===== config.mk =====
export PLATFORM = sky130hd
export DESIGN_NAME = spi_link_arbiter
export DESIGN_NICKNAME = d
export VERILOG_FILES = /design/src/rtl/spi_link_pkg.sv /design/src/rtl/spi_link_shifter.sv /design/src/rtl/spi_link_arbiter.sv
export SDC_FILE = /design/constraint.sdc
export NUM_CORES = 1
export LEC_CHECK = 0
export CAP_MARGIN = 25
export CORE_MARGIN = 1.5
export CORE_UTILIZATION = 42
export DETAILED_ROUTE_END_ITERATION = 12
export MAX_ROUTING_LAYER = met4
export PLACE_DENSITY = 0.67
export SYNTH_ARGS = -nofsm -noshare
export SYNTH_HDL_FRONTEND = slang
export SYNTH_SLANG_ARGS = --single-unit

===== constraint.sdc =====
create_clock -name clk -period 2.8 [get_ports clk]
set_input_delay 0.7 -clock clk [delete_from_list [all_inputs] [get_ports clk]]
set_output_delay 0.7 -clock clk [all_outputs]
set_load 0.05 [all_outputs]

===== src/rtl/spi_link_pkg.sv =====
// rtl/spi_link_pkg.sv - shared types and constants for the SPI link arbiter
package spi_link_pkg;

  typedef enum logic [2:0] {
    IDLE,
    SETUP,
    LO,
    HI,
    HOLD,
    GAP
  } state_t;

  localparam int DEF_DATA_W   = 16;
  localparam int DEF_CLK_DIV  = 4;
  localparam int DEF_CS_SETUP = 2;
  localparam int DEF_CS_HOLD  = 2;
  localparam int DEF_CS_GAP   = 2;

  localparam logic REQ_HOST = 1'b0;
  localparam logic REQ_BIST = 1'b1;

endpackage


===== src/rtl/spi_link_shifter.sv =====
// rtl/spi_link_shifter.sv - transmit/receive shift registers with bit and half-period counters
module spi_link_shifter #(
  parameter int DATA_W  = 16,
  parameter int CLK_DIV = 4
) (
  input  logic              clk,
  input  logic              rst_n,
  input  logic              load,
  input  logic [DATA_W-2:0] load_data,
  input  logic              run,
  input  logic              shift,
  input  logic              rx_bit,
  output logic              half_end,
  output logic              last_bit,
  output logic              tx_next_bit,
  output logic [DATA_W-1:0] rx_data
);

  localparam int HW = $clog2(CLK_DIV);
  localparam int BW = $clog2(DATA_W);

  logic [HW-1:0]     half_cnt;
  logic [BW-1:0]     bit_cnt;
  // The MSB goes straight to the pad at load time, so only the remaining bits are kept.
  logic [DATA_W-2:0] tx_q;
  logic [DATA_W-1:0] rx_q;

  assign half_end    = (half_cnt == HW'(CLK_DIV - 1));
  assign last_bit    = (bit_cnt == BW'(DATA_W - 1));
  assign tx_next_bit = tx_q[DATA_W-2];
  assign rx_data     = rx_q;

  always_ff @(posedge clk or negedge rst_n) begin
    if (!rst_n) begin
      half_cnt <= '0;
      bit_cnt  <= '0;
      tx_q     <= '0;
      rx_q     <= '0;
    end else if (load) begin
      half_cnt <= '0;
      bit_cnt  <= '0;
      tx_q     <= load_data;
      rx_q     <= '0;
    end else begin
      if (run) begin
        half_cnt <= half_end ? '0 : half_cnt + 1'b1;
      end
      if (shift) begin
        bit_cnt <= bit_cnt + 1'b1;
        tx_q    <= tx_q << 1;
        rx_q    <= {rx_q[DATA_W-2:0], rx_bit};
      end
    end
  end

endmodule


===== src/rtl/spi_link_arbiter.sv =====
// rtl/spi_link_arbiter.sv - round-robin SPI master sharing one link between host and BIST
module spi_link_arbiter
  import spi_link_pkg::*;
#(
  parameter int DATA_W   = DEF_DATA_W,
  parameter int CLK_DIV  = DEF_CLK_DIV,
  parameter int CS_SETUP = DEF_CS_SETUP,
  parameter int CS_HOLD  = DEF_CS_HOLD,
  parameter int CS_GAP   = DEF_CS_GAP
) (
  input  logic              clk,
  input  logic              nreset,
  input  logic              req0_valid,
  input  logic [DATA_W-1:0] req0_data,
  output logic              req0_ready,
  input  logic              req1_valid,
  input  logic [DATA_W-1:0] req1_data,
  output logic              req1_ready,
  output logic              rsp_valid,
  output logic              rsp_id,
  output logic [DATA_W-1:0] rsp_data,
  output logic              busy,
  output logic              spi_clk,
  output logic              spi_cs,
  output logic              spi_mosi,
  input  logic              spi_miso
);

  state_t            state_q, state_d;
  logic [3:0]        cnt_q;
  logic              last_grant_q;
  logic              owner_q;
  logic              miso_s1, miso_s2;
  logic              grant_id;
  logic              accept;
  logic [DATA_W-1:0] load_data;
  logic              half_end, last_bit, tx_next_bit;
  logic [DATA_W-1:0] rx_data;
  logic              run, shift;
  logic              cs_d, clk_d, mosi_d, rsp_fire;

  always_comb begin
    grant_id = REQ_HOST;
    if (req0_valid && req1_valid) begin
      grant_id = ~last_grant_q;
    end else if (req1_valid) begin
      grant_id = REQ_BIST;
    end
    accept     = (state_q == IDLE) && (req0_valid || req1_valid);
    req0_ready = accept && (grant_id == REQ_HOST);
    req1_ready = accept && (grant_id == REQ_BIST);
    load_data  = (grant_id == REQ_BIST) ? req1_data : req0_data;
  end

  assign run   = (state_q == LO) || (state_q == HI);
  assign shift = (state_q == HI) && half_end;
  assign busy  = (state_q != IDLE);

  spi_link_shifter #(
    .DATA_W (DATA_W),
    .CLK_DIV(CLK_DIV)
  ) u_shifter (
    .clk        (clk),
    .rst_n      (nreset),
    .load       (accept),
    .load_data  (load_data[DATA_W-2:0]),
    .run        (run),
    .shift      (shift),
    .rx_bit     (miso_s2),
    .half_end   (half_end),
    .last_bit   (last_bit),
    .tx_next_bit(tx_next_bit),
    .rx_data    (rx_data)
  );

  always_ff @(posedge clk or negedge nreset) begin
    if (!nreset) begin
      state_q <= IDLE;
      cnt_q   <= '0;
    end else begin
      state_q <= state_d;
      if (state_d != state_q) begin
        cnt_q <= '0;
      end else if ((state_q == SETUP) || (state_q == HOLD) || (state_q == GAP)) begin
        cnt_q <= cnt_q + 1'b1;
      end
    end
  end

  always_comb begin
    state_d = state_q;
    case (state_q)
      IDLE:    if (accept) state_d = SETUP;
      SETUP:   if (cnt_q == 4'(CS_SETUP - 1)) state_d = LO;
      LO:      if (half_end) state_d = HI;
      HI:      if (half_end) state_d = last_bit ? HOLD : LO;
      HOLD:    if (cnt_q == 4'(CS_HOLD - 1)) state_d = GAP;
      GAP:     if (cnt_q == 4'(CS_GAP - 1)) state_d = IDLE;
      default: state_d = IDLE;
    endcase
  end

  // Pad outputs are registered from the next state so they line up with the state they belong to.
  always_comb begin
    cs_d     = !((state_d == SETUP) || (state_d == LO) || (state_d == HI) || (state_d == HOLD));
    clk_d    = (state_d == HI);
    rsp_fire = (state_q == HOLD) && (state_d == GAP);
    if (accept) begin
      mosi_d = load_data[DATA_W-1];
    end else if (shift && !last_bit) begin
      mosi_d = tx_next_bit;
    end else if (cs_d) begin
      mosi_d = 1'b0;
    end else begin
      mosi_d = spi_mosi;
    end
  end

  always_ff @(posedge clk or negedge nreset) begin
    if (!nreset) begin
      miso_s1      <= 1'b0;
      miso_s2      <= 1'b0;
      last_grant_q <= 1'b1;
      owner_q      <= 1'b0;
      spi_cs       <= 1'b1;
      spi_clk      <= 1'b0;
      spi_mosi     <= 1'b0;
      rsp_valid    <= 1'b0;
      rsp_id       <= 1'b0;
      rsp_data     <= '0;
    end else begin
      miso_s1  <= spi_miso;
      miso_s2  <= miso_s1;
      spi_cs   <= cs_d;
      spi_clk  <= clk_d;
      spi_mosi <= mosi_d;
      rsp_valid <= rsp_fire;
      if (accept) begin
        last_grant_q <= grant_id;
        owner_q      <= grant_id;
      end
      if (rsp_fire) begin
        rsp_id   <= owner_q;
        rsp_data <= rx_data;
      end
    end
  end

endmodule


==> run summary <==
Fraction of layout cells with a size suffix above 1: 11.2%
DRC: 0
Int Power: 2.23 mW
Status: completed
Largest net degree at the start of global routing: 49
Syn_area_per_cell: 9.75 sq um
Setup ws final: 0.185 ns
Postcts setup bufs: 0
Clock buffer depth: 2
Setup Viol. Count Final: 0
Initial Util: 44.1%
Minimum clock period: 2.61 ns
IO Pins: 61
Post-route cell area: 0.00400 sq mm
DP Wirelength: 4.40 mm
CTS tree: yes
Commonest cells post-synth: 90 x nand2_1, 67 x dfrtp_1, 28 x nor2_1
Vias/cell: 5.08
Area contributors post-synth: dfrtp_1 55%, nand2_1 11%, a222oi_1 4.9%, nor2_1 3.5%, nand3_1 3.3%
Syn_nets: 354
Clk slew on worst S/H paths: 0.08 ns
Sequential Power Share: 41.8%
Hold Fails Final Rpt: 0
Antenna violations before repair: 0
Worst reg2reg path depth: 5
Site Rows: 30
Register area share after synthesis: 56.8%
Syn. warnings: 0
Die Ht: 88.1 microns
Sequential cell area: 0.00173 sq mm
Core area: 0.00691 sq mm
Crit share post-route: 93.4%
CP Data Required Time: 2.10 ns
Hold_ws: 0.341 ns
FF-to-FF End: u_shifter.tx_q[14]$_DFFE_PN0P_
Final wirelength: 6.51 mm
Switching Share: 34.1%
Multi-input combinational cell area: 0.00119 sq mm
Number of inserted diodes: 0
Crit path kind: reg2out
Clock Skew: 0.00663 ns
Hold Crit Class: in2async
Post-DP Area: 0.00379 sq mm
DRT antenna net count: 0
EDFF count, synth: 0
Area leader, netlist: dfrtp_1
Cells after Synth: 312
First-pass GRT wire length: 11.0 mm
# fillers: 632
Max rail drop VDD: 384 uV
DRT iter0 DRCs: 168
CP max FO: 9
Wire per inst: 13.6 microns
Post-Syn Area: 0.00304 sq mm
Synth unique cells: 39
Top-area cell type share of the netlist area: 55.1%
Total congestion overflow: 0
Routability Congestion: 0.830
PD cells: 847 mW/mm^2
Final #Nets: 420
CTS sink cnt: 69
DR vias: 2435
Yosys reg bits: 69
GRT Overall Usage: 19.2%
Clk pwr share: 25.9%
Clock Latency Late Sink: 0.33 ns
Arr. time, crit path: 1.91 ns
Share of power burned in combinational logic: 32.3%
Worst r2r src: state_q[2]$_DFF_PN0_
Die W: 88.1 microns
CTS Hold Bufs: 0
Relative slew slack: 61.5%
Fin Setup TNS: 0 ns
P_sw: 1.16 mW
CTS H-tree lvls: 3
Die area: 0.00776 sq mm
Final Max Slew Viols: 0
I/O Buffers: 60
Vias in the first global route: 2450
Asr flop ratio synth: 100%
Pleak: 1.87 nW
CTS Root Cell: clkbuf_8
CP endpoint kind: output pin
CTS resizes: 0
Pwr Total: 3.39 mW
R2R Setup Slk: 0.59 ns
Area delta synth->final: 31.5%
Fmax: 0.382 GHz
Top_reg_cell synth: dfrtp_1
Count leader, synth: nand2_1
Worst-margin pin slew: 0.577 ns
Num CTS Buffers: 9
Pre-antenna DRT Iters: 5
RSZ-0062 raised after global routing: false
Max Cap Viol: 0
Dpl ws: 0.271 ns
CP Launch Type: register
[logic make-up (layout without fill, tap and decap cells)]
family          Yosys count  count (layout)  share of synthesized area (%)
simple gates            154             154                           21.6
flops                    69              69                           56.8
compound gates           49              49                           12.1
buf+inv                  25              96                           4.32
xor+xnor                  8               8                           2.30
fa+ha+maj                 5               5                           2.06
mux                       2               2                          0.740
[power groups by stage]
stage	Combinational, mW	Clock, mW	Sequential [mW]
global placement	1.07	0	1.42
detailed placement	1.10	0	1.43
floorplan	0.737	0	1.46
finish	1.09	0.878	1.42
CTS	1.11	0.899	1.42
global route	1.24	0.931	1.45
[worst max path at each step]
stage | cells past startpoint | from | slack, ns | to
3_3_place_gp | 5 | req1_valid | 0.33 | req0_ready
4_1_cts | 2 | state_q[2]$_DFF_PN0_ | 0.15 | busy
5_1_grt | 2 | state_q[2]$_DFF_PN0_ | 0.12 | busy
6_report | 2 | state_q[2]$_DFF_PN0_ | 0.19 | busy
2_1_floorplan | 5 | state_q[2]$_DFF_PN0_ | 0.38 | req1_ready
3_5_place_dp | 7 | req1_valid | 0.27 | spi_mosi$_DFFE_PN0P_
[flip-flops by register name, indices dropped and copies added, names as in the netlist]
signal and flops:
rsp_data 16, u_shifter.rx_data 16, u_shifter.tx_q 15, cnt_q 4
u_shifter.bit_cnt 4, state_q 3, u_shifter.half_cnt 2, last_grant_q 1
miso_s1 1, miso_s2 1, owner_q 1, rsp_id 1
rsp_valid 1, spi_clk 1, spi_cs 1, spi_mosi 1
[per-stage QoR]
step	instances	util, %
after floorplan	312	-
after global placement	463	54.8
after detailed placement	463	54.8
after CTS	479	58.0
after global routing	479	58.0
final	479	58.0
[routing by layer]
layer | up-vias | global-route usage, % | part of all wire, %
met4 | 0 | 8.52 | 1.6
li1 | 1202 | - | -
met2 | 58 | 30.3 | 48
met5 | - | - | 0
met1 | 1167 | 24.6 | 46
met3 | 8 | 2.92 | 3.6
[critical path, stage by stage (launching register included)]
cell and delay, ns:
dfrtp_1 0.48, or3_1 0.39, clkdlybuf4s50_1 0.72
[layout make-up]
type	count	area share, %
timing repair buffer	73	18.1
inverter	7	0.656
sequential	69	43.2
clock buffer	10	3.19
tap	96	3.00
clock inverter	6	2.19
multi-input combinational	218	29.6
[cells in the final DEF, fill, tap and decap left out, drive strengths merged]
cell,n
ha,5
and3,2
nor3,2
a21o,2
dfstp,2
nand2b,2
a32o,1
nor3b,1
a21oi,18
a211o,1
inv,6
o21ai,5
nand3,21
bufinv,2
clkdlybuf4s50,57
dfrtp,67
xnor2,4
or3b,1
or2,1
a211oi,1
a222oi,15
nand4,2
clkinv,5
nor2b,2
clkbuf,10
nand2,90
o32ai,1
buf,16
o211ai,2
or3,1
mux2,2
o311ai,1
a22oi,1
a21bo,1
nor2,29
xor2,4
Power figures use the tool's default switching activity.
